==> config.mk <==
export PLATFORM = sky130hd
export DESIGN_NAME = manual_step_ctrl_flat
export DESIGN_NICKNAME = d
export VERILOG_FILES = /design/src/rtl/manual_step_ctrl_pkg.sv /design/src/rtl/manual_step_ctrl_if.sv /design/src/rtl/manual_step_ctrl_bin2bcd_seq.sv /design/src/rtl/manual_step_ctrl.sv /design/src/flat_wrapper.sv
export SDC_FILE = /design/constraint.sdc
export NUM_CORES = 1
export LEC_CHECK = 0
export ABC_AREA = 1
export CORE_MARGIN = 2
export CORE_UTILIZATION = 37
export CTS_CLUSTER_SIZE = 40
export DETAILED_ROUTE_END_ITERATION = 10
export GPL_TIMING_DRIVEN = 0
export PLACE_DENSITY = 0.54
export SLEW_MARGIN = 20
export SYNTH_ARGS = -nofsm -noshare
export SYNTH_HDL_FRONTEND = slang
export SYNTH_SLANG_ARGS = --single-unit
==> constraint.sdc <==
create_clock -name clk -period 3.19 [get_ports clk]
set_input_delay 0.957 -clock clk [delete_from_list [all_inputs] [get_ports clk]]
set_output_delay 0.957 -clock clk [all_outputs]
set_load 0.02 [all_outputs]
==> src/rtl/manual_step_ctrl_pkg.sv <==
// Shared types and constants for the manual parameter steppers (amplitude, frequency, phase).
package manual_step_ctrl_pkg;

   typedef enum logic [1:0] {
      IDLE = 2'd0,
      CONV = 2'd1,
      HOLD = 2'd2
   } stateT;

   // Menu selection codes driven by the button/menu logic
   localparam logic [3:0] ACTIVE_NONE  = 4'h0;
   localparam logic [3:0] ACTIVE_FREQ  = 4'h1;
   localparam logic [3:0] ACTIVE_AMP   = 4'h2;
   localparam logic [3:0] ACTIVE_PHASE = 4'h3;

   // Number of decimal digits needed to show n (n < 10**10)
   function automatic int unsigned bcd_digits(input int unsigned n);
      int unsigned d;
      int unsigned v;
      d = 1;
      v = n;
      for (int i = 0; i < 10; i++) begin
         if (v >= 10) begin
            v = v / 10;
            d = d + 1;
         end
      end
      return d;
   endfunction

endpackage

==> src/rtl/manual_step_ctrl_if.sv <==
// Button/menu side controls and DDS/LCD side results of one manual stepper instance.
interface manual_step_ctrl_if #(
   parameter int unsigned PCT_W      = 7,
   parameter int unsigned WORD_W     = 14,
   parameter int unsigned BCD_DIGITS = 3
);
   logic                    trigup;
   logic                    trigdown;
   logic                    coarse;
   logic [3:0]              active;
   logic                    load_en;
   logic [PCT_W-1:0]        load_pct;
   logic [WORD_W-1:0]       word_out;
   logic [4*BCD_DIGITS-1:0] pct_bcd;
   logic                    busy;
   logic                    done;

   modport master (
      output trigup, trigdown, coarse, active, load_en, load_pct,
      input  word_out, pct_bcd, busy, done
   );

   modport slave (
      input  trigup, trigdown, coarse, active, load_en, load_pct,
      output word_out, pct_bcd, busy, done
   );
endinterface

==> src/rtl/manual_step_ctrl_bin2bcd_seq.sv <==
// Sequential double-dabble: one add-3 cycle and one shift cycle per input bit.
module bin2bcd_seq #(
   parameter int unsigned BIN_W  = 7,
   parameter int unsigned DIGITS = 3
) (
   input  logic                  clk,
   input  logic                  rst_n,
   input  logic                  start,
   input  logic [BIN_W-1:0]      bin,
   output logic [4*DIGITS-1:0]   bcd,
   output logic                  done
);
   localparam int unsigned BCD_W = 4 * DIGITS;
   localparam int unsigned SH_W  = BCD_W + BIN_W;
   localparam int unsigned CNT_W = $clog2(BIN_W + 1);

   logic [SH_W-1:0]  shiftReg;
   logic [SH_W-1:0]  adjusted;
   logic [CNT_W-1:0] bitCnt;
   logic             addPhase;
   logic             running;

   // Digits of 5 or more get +3 so the following shift carries correctly
   always_comb begin : addThree
      adjusted = shiftReg;
      for (int d = 0; d < int'(DIGITS); d++) begin
         if (shiftReg[BIN_W + 4*d +: 4] >= 4'd5) begin
            adjusted[BIN_W + 4*d +: 4] = shiftReg[BIN_W + 4*d +: 4] + 4'd3;
         end
      end
   end

   always_ff @(posedge clk or negedge rst_n) begin : convReg
      if (!rst_n) begin
         shiftReg <= '0;
         bitCnt   <= '0;
         addPhase <= 1'b0;
         running  <= 1'b0;
         bcd      <= '0;
         done     <= 1'b0;
      end else begin
         done <= 1'b0;
         if (start) begin
            shiftReg <= {BCD_W'(0), bin};
            bitCnt   <= '0;
            addPhase <= 1'b1;
            running  <= 1'b1;
         end else if (running) begin
            if (bitCnt == CNT_W'(BIN_W)) begin
               bcd     <= shiftReg[BIN_W +: BCD_W];
               done    <= 1'b1;
               running <= 1'b0;
            end else if (addPhase) begin
               shiftReg <= adjusted;
               addPhase <= 1'b0;
            end else begin
               shiftReg <= shiftReg << 1;
               bitCnt   <= bitCnt + CNT_W'(1);
               addPhase <= 1'b1;
            end
         end
      end
   end

endmodule

==> src/rtl/manual_step_ctrl.sv <==
// Manual stepper: turns up/down/load requests into a saturated percentage,
// a DDS control word (pct*STEP) and a BCD readout, with a post-update holdoff.
module manual_step_ctrl
   import manual_step_ctrl_pkg::*;
#(
   parameter int unsigned WORD_W      = 14,
   parameter int unsigned STEP        = 163,
   parameter int unsigned PCT_W       = 7,
   parameter int unsigned MAX_PCT     = 100,
   parameter int unsigned COARSE_MULT = 10,
   parameter int unsigned BCD_DIGITS  = bcd_digits(MAX_PCT),
   parameter logic [3:0]  ACTIVE_CODE = ACTIVE_AMP,
   parameter int unsigned HOLDOFF_W   = 24
) (
   input logic               clk,
   input logic               rst_n,
   manual_step_ctrl_if.slave bus
);
   localparam int unsigned PCT_IW = PCT_W + 1;
   localparam int unsigned BCD_W  = 4 * BCD_DIGITS;

   stateT                 state;
   stateT                 stateNext;
   logic                  actMatchQ;
   logic                  upQ;
   logic                  downQ;
   logic                  coarseQ;
   logic                  loadEnQ;
   logic [PCT_W-1:0]      loadPctQ;
   logic [PCT_W-1:0]      pct;
   logic [PCT_W-1:0]      pctNext;
   logic [HOLDOFF_W-1:0]  holdCnt;
   logic [HOLDOFF_W-1:0]  holdNext;
   logic [WORD_W-1:0]     wordOut;
   logic                  busyQ;
   logic                  convStart;
   logic                  convDone;
   logic [BCD_W-1:0]      convBcd;
   logic [PCT_IW-1:0]     incW;
   logic [PCT_IW-1:0]     pctW;
   logic [PCT_IW-1:0]     sumW;
   logic [PCT_W-1:0]      upPct;
   logic [PCT_W-1:0]      downPct;
   logic [PCT_W-1:0]      loadPct;

   // Single input register stage; every decision below uses these copies
   always_ff @(posedge clk or negedge rst_n) begin : inputReg
      if (!rst_n) begin
         actMatchQ <= 1'b0;
         upQ       <= 1'b0;
         downQ     <= 1'b0;
         coarseQ   <= 1'b0;
         loadEnQ   <= 1'b0;
         loadPctQ  <= '0;
      end else begin
         actMatchQ <= (bus.active == ACTIVE_CODE);
         upQ       <= bus.trigup;
         downQ     <= bus.trigdown;
         coarseQ   <= bus.coarse;
         loadEnQ   <= bus.load_en;
         loadPctQ  <= bus.load_pct;
      end
   end

   // Saturating step arithmetic, one bit wider than pct so nothing wraps
   always_comb begin : stepArith
      incW    = coarseQ ? PCT_IW'(COARSE_MULT) : PCT_IW'(1);
      pctW    = {1'b0, pct};
      sumW    = pctW + incW;
      upPct   = (sumW > PCT_IW'(MAX_PCT)) ? PCT_W'(MAX_PCT) : sumW[PCT_W-1:0];
      downPct = (pctW >= incW) ? PCT_W'(pctW - incW) : '0;
      loadPct = ({1'b0, loadPctQ} > PCT_IW'(MAX_PCT)) ? PCT_W'(MAX_PCT) : loadPctQ;
   end

   always_comb begin : fsmNext
      stateNext = state;
      pctNext   = pct;
      holdNext  = holdCnt;
      convStart = 1'b0;
      case (state)
         IDLE: begin
            if (loadEnQ) begin
               pctNext   = loadPct;
               convStart = 1'b1;
               stateNext = CONV;
            end else if (actMatchQ && upQ && !downQ) begin
               pctNext   = upPct;
               convStart = 1'b1;
               stateNext = CONV;
            end else if (actMatchQ && downQ && !upQ) begin
               pctNext   = downPct;
               convStart = 1'b1;
               stateNext = CONV;
            end
         end
         CONV: begin
            if (convDone) begin
               stateNext = HOLD;
            end
         end
         HOLD: begin
            if (holdCnt[HOLDOFF_W-1]) begin
               holdNext  = '0;
               stateNext = IDLE;
            end else begin
               holdNext = holdCnt + HOLDOFF_W'(1);
            end
         end
         default: begin
            holdNext  = '0;
            stateNext = IDLE;
         end
      endcase
   end

   always_ff @(posedge clk or negedge rst_n) begin : fsmReg
      if (!rst_n) begin
         state   <= IDLE;
         pct     <= '0;
         holdCnt <= '0;
         busyQ   <= 1'b0;
         wordOut <= '0;
      end else begin
         state   <= stateNext;
         pct     <= pctNext;
         holdCnt <= holdNext;
         busyQ   <= (stateNext != IDLE);
         wordOut <= WORD_W'(pct * STEP);
      end
   end

   // Converter samples pctNext on the same edge pct takes it
   bin2bcd_seq #(
      .BIN_W  (PCT_W),
      .DIGITS (BCD_DIGITS)
   ) u_bin2bcd (
      .clk   (clk),
      .rst_n (rst_n),
      .start (convStart),
      .bin   (pctNext),
      .bcd   (convBcd),
      .done  (convDone)
   );

   assign bus.word_out = wordOut;
   assign bus.pct_bcd  = convBcd;
   assign bus.busy     = busyQ;
   assign bus.done     = convDone;

endmodule

==> src/flat_wrapper.sv <==
// flat-port wrapper written by rule: the top's interface ports become plain ports
module manual_step_ctrl_flat import manual_step_ctrl_pkg::*;
#(
   parameter int unsigned WORD_W      = 14,
   parameter int unsigned STEP        = 163,
   parameter int unsigned PCT_W       = 7,
   parameter int unsigned MAX_PCT     = 100,
   parameter int unsigned COARSE_MULT = 10,
   parameter int unsigned BCD_DIGITS  = bcd_digits(MAX_PCT),
   parameter logic [3:0]  ACTIVE_CODE = ACTIVE_AMP,
   parameter int unsigned HOLDOFF_W   = 24
)
  (clk, rst_n, bus_trigup, bus_trigdown, bus_coarse, bus_active, bus_load_en, bus_load_pct, bus_word_out, bus_pct_bcd, bus_busy, bus_done);
  manual_step_ctrl_if #(.PCT_W(PCT_W), .WORD_W(WORD_W), .BCD_DIGITS(BCD_DIGITS)) bus_i ();
  input logic clk;
  input logic rst_n;
  input wire logic [$bits(bus_i.trigup)-1:0] bus_trigup;
  input wire logic [$bits(bus_i.trigdown)-1:0] bus_trigdown;
  input wire logic [$bits(bus_i.coarse)-1:0] bus_coarse;
  input wire logic [$bits(bus_i.active)-1:0] bus_active;
  input wire logic [$bits(bus_i.load_en)-1:0] bus_load_en;
  input wire logic [$bits(bus_i.load_pct)-1:0] bus_load_pct;
  output wire logic [$bits(bus_i.word_out)-1:0] bus_word_out;
  output wire logic [$bits(bus_i.pct_bcd)-1:0] bus_pct_bcd;
  output wire logic [$bits(bus_i.busy)-1:0] bus_busy;
  output wire logic [$bits(bus_i.done)-1:0] bus_done;
  assign bus_i.trigup = bus_trigup;
  assign bus_i.trigdown = bus_trigdown;
  assign bus_i.coarse = bus_coarse;
  assign bus_i.active = bus_active;
  assign bus_i.load_en = bus_load_en;
  assign bus_i.load_pct = bus_load_pct;
  assign bus_word_out = bus_i.word_out;
  assign bus_pct_bcd = bus_i.pct_bcd;
  assign bus_busy = bus_i.busy;
  assign bus_done = bus_i.done;
  manual_step_ctrl #(.WORD_W(WORD_W), .STEP(STEP), .PCT_W(PCT_W), .MAX_PCT(MAX_PCT), .COARSE_MULT(COARSE_MULT), .BCD_DIGITS(BCD_DIGITS), .ACTIVE_CODE(ACTIVE_CODE), .HOLDOFF_W(HOLDOFF_W)) u_core (.clk(clk), .rst_n(rst_n), .bus(bus_i));
endmodule
==> results by group, run 1 <==
Drt
  – WL per Instance: 13.73 µm
  – Starting DRC count in detailed routing: 243
  – Via-to-Cell Ratio: about 5.0
  – Antenna Violating Nets Remaining: 0
  – DR vias: roughly 4900
  – Post-Route WL: 13390 µm
  – DRC violations left: 0
  – Pre-antenna DRT Iters: 5

GRT
  – GRT Max-Usage Layer: met2
  – GRT Util Overall: roughly 16%
  – Vias in the first global route: ~4800
  – M2 GR Usage: 26.87%
  – Met1 Usage GRT: 21.24%
  – GR Util met3: ~2.9%
  – First-pass GRT wire length: about 23000 µm
  – Largest net degree at the start of global routing: 64
  – Global route overflow: 0
  – Initial antenna violation count: 0

Critical path
  – Worst-path cell chain: buf_4 -> inv_2 -> ha_1 -> ha_1 -> inv_1 -> fa_1 -> inv_1 -> ha_1 -> nand2_1 -> nor2_2 -> a21oi_2 -> nor2_1 -> nor2_1 -> nor2_1 -> nor2_1 -> xnor2_1
  – CP Launch Type: flop
  – Kind of critical path: reg -> reg
  – Most used cell, CP: nor2_1
  – Crit path largest cell delay: 0.49 ns
  – Max FO, Critical Path: 7
  – CP top delay family: adder cells
  – Critical Path Sink Type: flop
  – R2r setup slk: 0.15 ns
  – Crit-path slowest cell: fa_1
  – CP bufs+invs: 4
  – Critical path required time: about 3.4 ns
  – Worst EP arrival: 3.27 ns

Layout
  – Fillers: 1549
  – Nets: 831
  – Share of cells above drive strength 1: 14.62%
  – Area Overhead vs Synth: 19.26%
  – Final design utilization: 45.14%
  – # diodes: 0

Die
  – Die height: 131.2 µm
  – Ports: 45
  – Initial Utilization: 37.85%
  – Core area: around 16000 µm²
  – FP Rows: 46
  – Die area: 17230 µm²
  – Die X: around 130 µm

Timing
  – Final setup vio count: 0
  – F_max: between 300 and 400 MHz
  – Setup TNS: 0 ns
  – Final worst clock skew: 0.01083 ns
  – Tcrit/Tclk final: a little over nine tenths
  – Slew margin rel.: 68.51%
  – Period minus WS final: 3.036 ns
  – Final Slew Violations: 0
  – Fin. Hold Viols: 0
  – Worst slew pin tran: 0.4723 ns
  – RSZ-0062 raised after global routing: no

Yosys
  – Top-area cell type share of the netlist area: roughly two fifths
  – Sequential area share after synthesis: 40.52%
  – Net Count, Synth: between 700 and 800
  – Synth async-reset ratio: 100.0%
  – Synth Instances: 690
  – Average instance area after synthesis: 8.682 µm²
  – FF+latch count, synth: 97
  – Synth warn: 0
  – Dominant synthesized flop cell: dfrtp_1
  – Yosys cell types: 56
  – Largest area contributor in the netlist: dfrtp_1
  – EDFF count, synth: 0
  – Top cells by area, synth: dfrtp_1, ha_1, nand2_1
  – Cell Area, Synth: 5991 µm²

Place
  – Hpwl dp: 9855 µm
  – Routability cong.: 0.8928
  – Number of port buffers: between 40 and 50

Pwr
  – Max IR drop VDD: 724.7 µV
  – PD cells: 1152 nW/µm²
  – P_leak: roughly 3.3 nW

CTS
  – Clk slew on worst S/H paths: 0.07 ns
  – H-tree levels: 3
  – Clock latency on the worst-skew pair: 0.36 ns
  – Clock buffer depth: 2
  – CTS tree: done
  – TritonCTS buffer count: 9
  – CTS sink count: 97
  – Clock root cell: clkbuf_16

Status
  – Outcome: finished, final reports clean

Job
  – Max cap viols: 0

Hold path
  – HP Class: in -> async
## worst paths after layout
path | startpoint | cells after the start | to
worst max-delay path | u_core.pct[4] | 16 | u_core.bus.word_out[11]
min in group clk | u_core.u_bin2bcd.bcd[0] | 2 | u_core.u_bin2bcd.bcd[0]
max in group asynchronous | rst_n | 2 | u_core.pct[4]
worst min-delay path | rst_n | 1 | u_core.holdCnt[15]
worst min register to register | u_core.u_bin2bcd.bcd[0] | 2 | u_core.u_bin2bcd.bcd[0]
worst max register to register | u_core.pct[4] | 16 | u_core.bus.word_out[11]
## area by class of cell
class	instances	area, µm²	share of cell area (%)
plain buffers	13	96.34	1.349
clock buffers	9	225.2	3.152
clock inverters	7	85.08	1.191
inverters	100	382.9	5.359
multi-input cells	480	3123	43.71
flip-flops and latches	97	2432	34.05
well taps	216	270.3	3.783
repair buffers	53	529.3	7.408
## power by group
part | total, mW | internal (mW) | leakage [nW] | switching (mW)
clock | 1.15 | 0.624 | 0.146 | 0.530
sequential | 1.96 | 1.68 | 1.22 | 0.288
combinational | 5.11 | 2.18 | 1.95 | 2.93
## worst reg2reg max path: cells and delay by family, from the launching register on
kind	cells	cell delay [ns]
flip-flops	1	0.47
AO/OA/AOI/OAI	1	0.09
buffers and inverters	4	0.33
AND/OR/NAND/NOR	6	0.54
XOR/XNOR	1	0.12
adder cells (fa/ha/maj)	4	1.38
## layer usage
metal,vias up,share of wire (%)
met5,-,0
li1,2438,-
met1,2373,48
met3,15,3.4
met4,0,1.4
met2,94,48
## registers in the layout, indices dropped and copies added (netlist names), 2 cells and up
register                   cells
u_core.holdCnt                24
u_core.u_bin2bcd.shiftReg     19
u_core.bus.word_out           14
u_core.u_bin2bcd.bcd          12
u_core.loadPctQ                7
u_core.pct                     7
u_core.u_bin2bcd.bitCnt        3
u_core.state                   2
## cells by family after synthesis
logic type               after synthesis  synth area share, %
AND/OR/NAND/NOR                      260                21.53
XOR/XNOR                              21                3.070
buffers and inverters                113                7.999
flip-flops                            97                40.52
AO/OA/AOI/OAI                        139                13.85
adder cells (fa/ha/maj)               60                13.03
## Yosys cell counts, types with 3 or more instances
cell       instances
a31oi_1            5
nor2_1            35
o31ai_1            3
nand2_1          122
fa_1               4
nor3_1             9
a21oi_1           24
xor2_1            12
nand2_4            3
o21ai_2            3
o21ai_0           52
buf_2              4
nand2_2            9
dfrtp_1           97
o21ai_1           18
o22ai_1            4
a22oi_1            3
nor2_2             3
nand3_1           42
o2111ai_1          5
inv_2             12
nor4_1             3
a21oi_2            5
ha_1              56
or2_2              6
nor2_4             7
buf_6              3
xnor2_1            9
inv_1             85
nand4_1            7
nand3_2            5
## per-stage QoR
step                      total power [mW]  instance area, µm²  hold WS (ns)  instances  setup slack (ns)
after floorplan                      5.517                5991        0.4481        690            0.1293
after global placement               6.684                6701        0.4691        950            -2.585
after detailed placement             6.782                6730        0.4769        951           -0.1982
after CTS                            8.002                7058        0.4943        969          0.002853
after global routing                 9.062                7144        0.5092        975           0.01813
final                                8.232                7144        0.4886        975            0.1539
## placed cells by master (no fill, tap or decap), drive strengths merged, types with 3 or more instances in the layout
cell,n
a31oi,5
fa,4
xor2,12
o22ai,4
nor2,45
nand2,134
nand4,9
clkbuf,12
a21oi,29
a22oi,3
xnor2,9
nor4,3
inv,100
o2111ai,5
nand3,47
o21ai,73
ha,56
clkinv,4
nand3b,3
dfrtp,97
clkdlybuf4s50,43
nor3,11
o31ai,4
or2,6
buf,20
## timing repair
action | CTS | global route
gates cloned | 0 | 0
hold buffers | 0 | 0
setup buffers | 2 | 6
resized for setup | 3 | 9
endpoints found under the setup margin | 3 | 3
(Power assumes the default switching activity.)
==> inputs of run 2 (changes only) <==
--- a/config.mk
+++ b/config.mk
@@ -6,12 +6,13 @@
 export NUM_CORES = 1
 export LEC_CHECK = 0
 export ABC_AREA = 1
-export CORE_MARGIN = 2
-export CORE_UTILIZATION = 37
+export CELL_PAD_IN_SITES_DETAIL_PLACEMENT = 1
+export CELL_PAD_IN_SITES_GLOBAL_PLACEMENT = 2
+export CORE_UTILIZATION = 33
 export CTS_CLUSTER_SIZE = 40
 export DETAILED_ROUTE_END_ITERATION = 10
 export GPL_TIMING_DRIVEN = 0
-export PLACE_DENSITY = 0.54
+export PLACE_DENSITY = 0.74
 export SLEW_MARGIN = 20
 export SYNTH_ARGS = -nofsm -noshare
 export SYNTH_HDL_FRONTEND = slang
==> results by group, run 2 (synthesized netlist as in run 1, its figures left out) <==
Critical path
  – Critical Path Sink Type: flop
  – Max FO, Critical Path: 5 (-2)
  – Kind of critical path: reg -> reg
  – CP Launch Type: flop
  – Critical path required time: 3.46 ns (+0.03 ns)
  – Worst EP arrival: 3.26 ns (about the same)

Timing
  – Period minus WS final: 2.987 ns (-0.04928 ns)
  – Worst setup margin: 0.2031 ns (+0.04928 ns)
  – Slew margin rel.: 65.65% (-2.9 points)
  – Final Slew Violations: 0 (unchanged)
  – Fin. Hold Viols: 0 (unchanged)
  – Final worst clock skew: 0.01002 ns (-0.0008159 ns)
  – F_max: 334.8 MHz (+1.6%)
  – Worst slew pin tran: 0.5152 ns (+0.04289 ns)
  – RSZ-0062 raised after global routing: no
  – Tcrit/Tclk final: 93.63% (-1.5 points)
  – Final setup vio count: 0 (unchanged)

CTS
  – Clock latency on the worst-skew pair: 0.35 ns (about the same)
  – Clk slew on worst S/H paths: 0.07 ns (about the same)
  – CTS tree: done
  – Hold-fix buffers, CTS: 0 (unchanged)
  – TritonCTS buffer count: 9 (unchanged)
  – Clock root cell: clkbuf_16
  – Clock buffer depth: 2 (unchanged)
  – CTS sink count: 97 (unchanged)
  – H-tree levels: 3 (unchanged)

Die
  – Initial Utilization: 34.16% (-3.7 points)
  – Ports: 45 (unchanged)
  – Die area: 18700 µm² (+8.5%)
  – Die X: 136.7 µm (+4.2%)
  – Core area: 17540 µm² (+11%)
  – FP Rows: 48 (+4.3%)
  – Die height: 136.7 µm (+4.2%)

Status
  – Outcome: finished, final reports clean

Layout
  – Nets: 830 (-0.12%)
  – Largest register FFs: 24 (unchanged)
  – # diodes: 0 (unchanged)
  – Most flop-heavy register: u_core.holdCnt
  – Commonest cells after routing, fill and taps aside: nand2_1, dfrtp_1, inv_1, o21ai_0, ha_1
  – Commonest non-fill, non-tap cell in the layout: nand2_1
  – Final Cell Area: 7248 µm² (+1.5%)
  – Area Overhead vs Synth: 20.99%
  – Final cell count without fillers: 983 (+0.82%)
  – Share of cells above drive strength 1: 15.70% (+1.1 points)

GRT
  – Initial antenna violation count: 0 (unchanged)
  – First-pass GRT wire length: 26200 µm (+15%)
  – Global route overflow: 0 (unchanged)
  – Largest net degree at the start of global routing: 70 (+9.4%)
  – Vias in the first global route: 5283 (+11%)
  – GRT Util Overall: 17.99% (+1.9 points)

Drt
  – Post-Route WL: 15740 µm (+18%)
  – DR vias: 4974 (+1.1%)
  – Pre-antenna DRT Iters: 4 (-1)
  – Via-to-Cell Ratio: 5.060 (+0.27%)
  – Antenna Violating Nets Remaining: 0 (unchanged)
  – Starting DRC count in detailed routing: 151 (-38%)
  – DRC violations left: 0 (unchanged)
  – WL per Instance: 16.01 µm (+17%)

Pwr
  – Max IR drop VDD: 1034 µV (+43%)
  – P_leak: 3.329 nW (+0.35%)
  – PD cells: 1229 nW/µm² (+6.6%)

Job
  – Max cap viols: 0 (unchanged)

Place
  – Number of port buffers: 44 (unchanged)
  – Placed Cells: 960 (+0.95%)
  – Dpl ws: -0.3272 ns (-0.1290 ns)
  – Routability cong.: 0.7995 (-10%)
  – Placed Area: 6741 µm² (+0.17%)
  – Hpwl dp: 11800 µm (+20%)

Hold path
  – HP Class: in -> async
[run 2: cell types whose count changed in the layout (fill, tap and decap cells not counted), moves of 2 or more]
cell	change
ha_1	-5
buf_4	-3
o21ai_1	-2
ha_4	+4
o21ai_2	+2
inv_8	-2
[run 2: worst paths after layout]
| path | from | to | slack (ns) | depth (start not counted) |
|---|---|---|---|---|
| worst max-delay path | u_core.pct[5] | u_core.bus.word_out[11] | 0.20 | 14 |
| worst min-delay path | rst_n | u_core.holdCnt[16] | 0.47 | 1 |
| worst max register to register | u_core.pct[5] | u_core.bus.word_out[11] | 0.20 | 14 |
| worst min register to register | u_core.u_bin2bcd.bcd[0] | u_core.u_bin2bcd.bcd[0] | 0.49 | 2 |
| max in group asynchronous | rst_n | u_core.pct[4] | 2.04 | 2 |
| min in group clk | u_core.u_bin2bcd.bcd[0] | u_core.u_bin2bcd.bcd[0] | 0.49 | 2 |
[run 2: report_power, final]
group | internal [mW] | total, mW | switching, mW
Sequential | 1.68 | 1.99 | 0.311
Clock | 0.712 | 1.21 | 0.499
Combinational | 2.46 | 5.71 | 3.25
Total | 4.85 | 8.91 | 4.06
[run 2: layout make-up]
class | instances | area [µm²]
timing repair buffer | 52 | 531.8
tap | 225 | 281.5
clock buffer | 10 | 239.0
clock inverter | 6 | 90.09
inverter | 100 | 385.4
fill | 2089 | 10290
multi-input combinational | 480 | 3192
sequential | 97 | 2432
buffer | 13 | 96.34
[run 2: what timing repair did]
| action | CTS | global route |
|---|---|---|
| endpoints found under the setup margin | 6 | 3 |
| pin swaps | 0 | 3 |
| resized for setup | 5 | 20 |
| setup buffers | 2 | 5 |
[run 2: per-layer routing]
metal	up-vias	GRT usage (%)	share of wire, %
li1	2427	-	-
met1	2494	22.66	47
met2	40	31.78	51
met3	13	2.519	1.7
met4	0	5.247	1.1
met5	-	0	0
[run 2: critical path: stages (launching register included)]
cell     delay, ns
dfrtp_2       0.44
inv_4         0.07
ha_1          0.31
fa_1          0.52
inv_1         0.04
ha_1          0.28
ha_2          0.34
a21oi_2       0.21
o21ai_2       0.10
a21oi_1       0.16
nor2_1        0.06
nor2_1        0.09
nor2_1        0.05
nor2_1        0.11
xnor2_1       0.13
[run 2: through the flow]
step	TNS, ns	util, %	hold slack [ns]	total power, mW
after global placement	-267.78	38.28	0.4680	6.814
after detailed placement	-1.040	38.44	0.4716	7.012
after global routing	0	41.33	0.4871	9.736
final	0	41.33	0.4744	8.906
after CTS	0	40.57	0.4780	8.472
after floorplan	0	-	0.4481	5.517
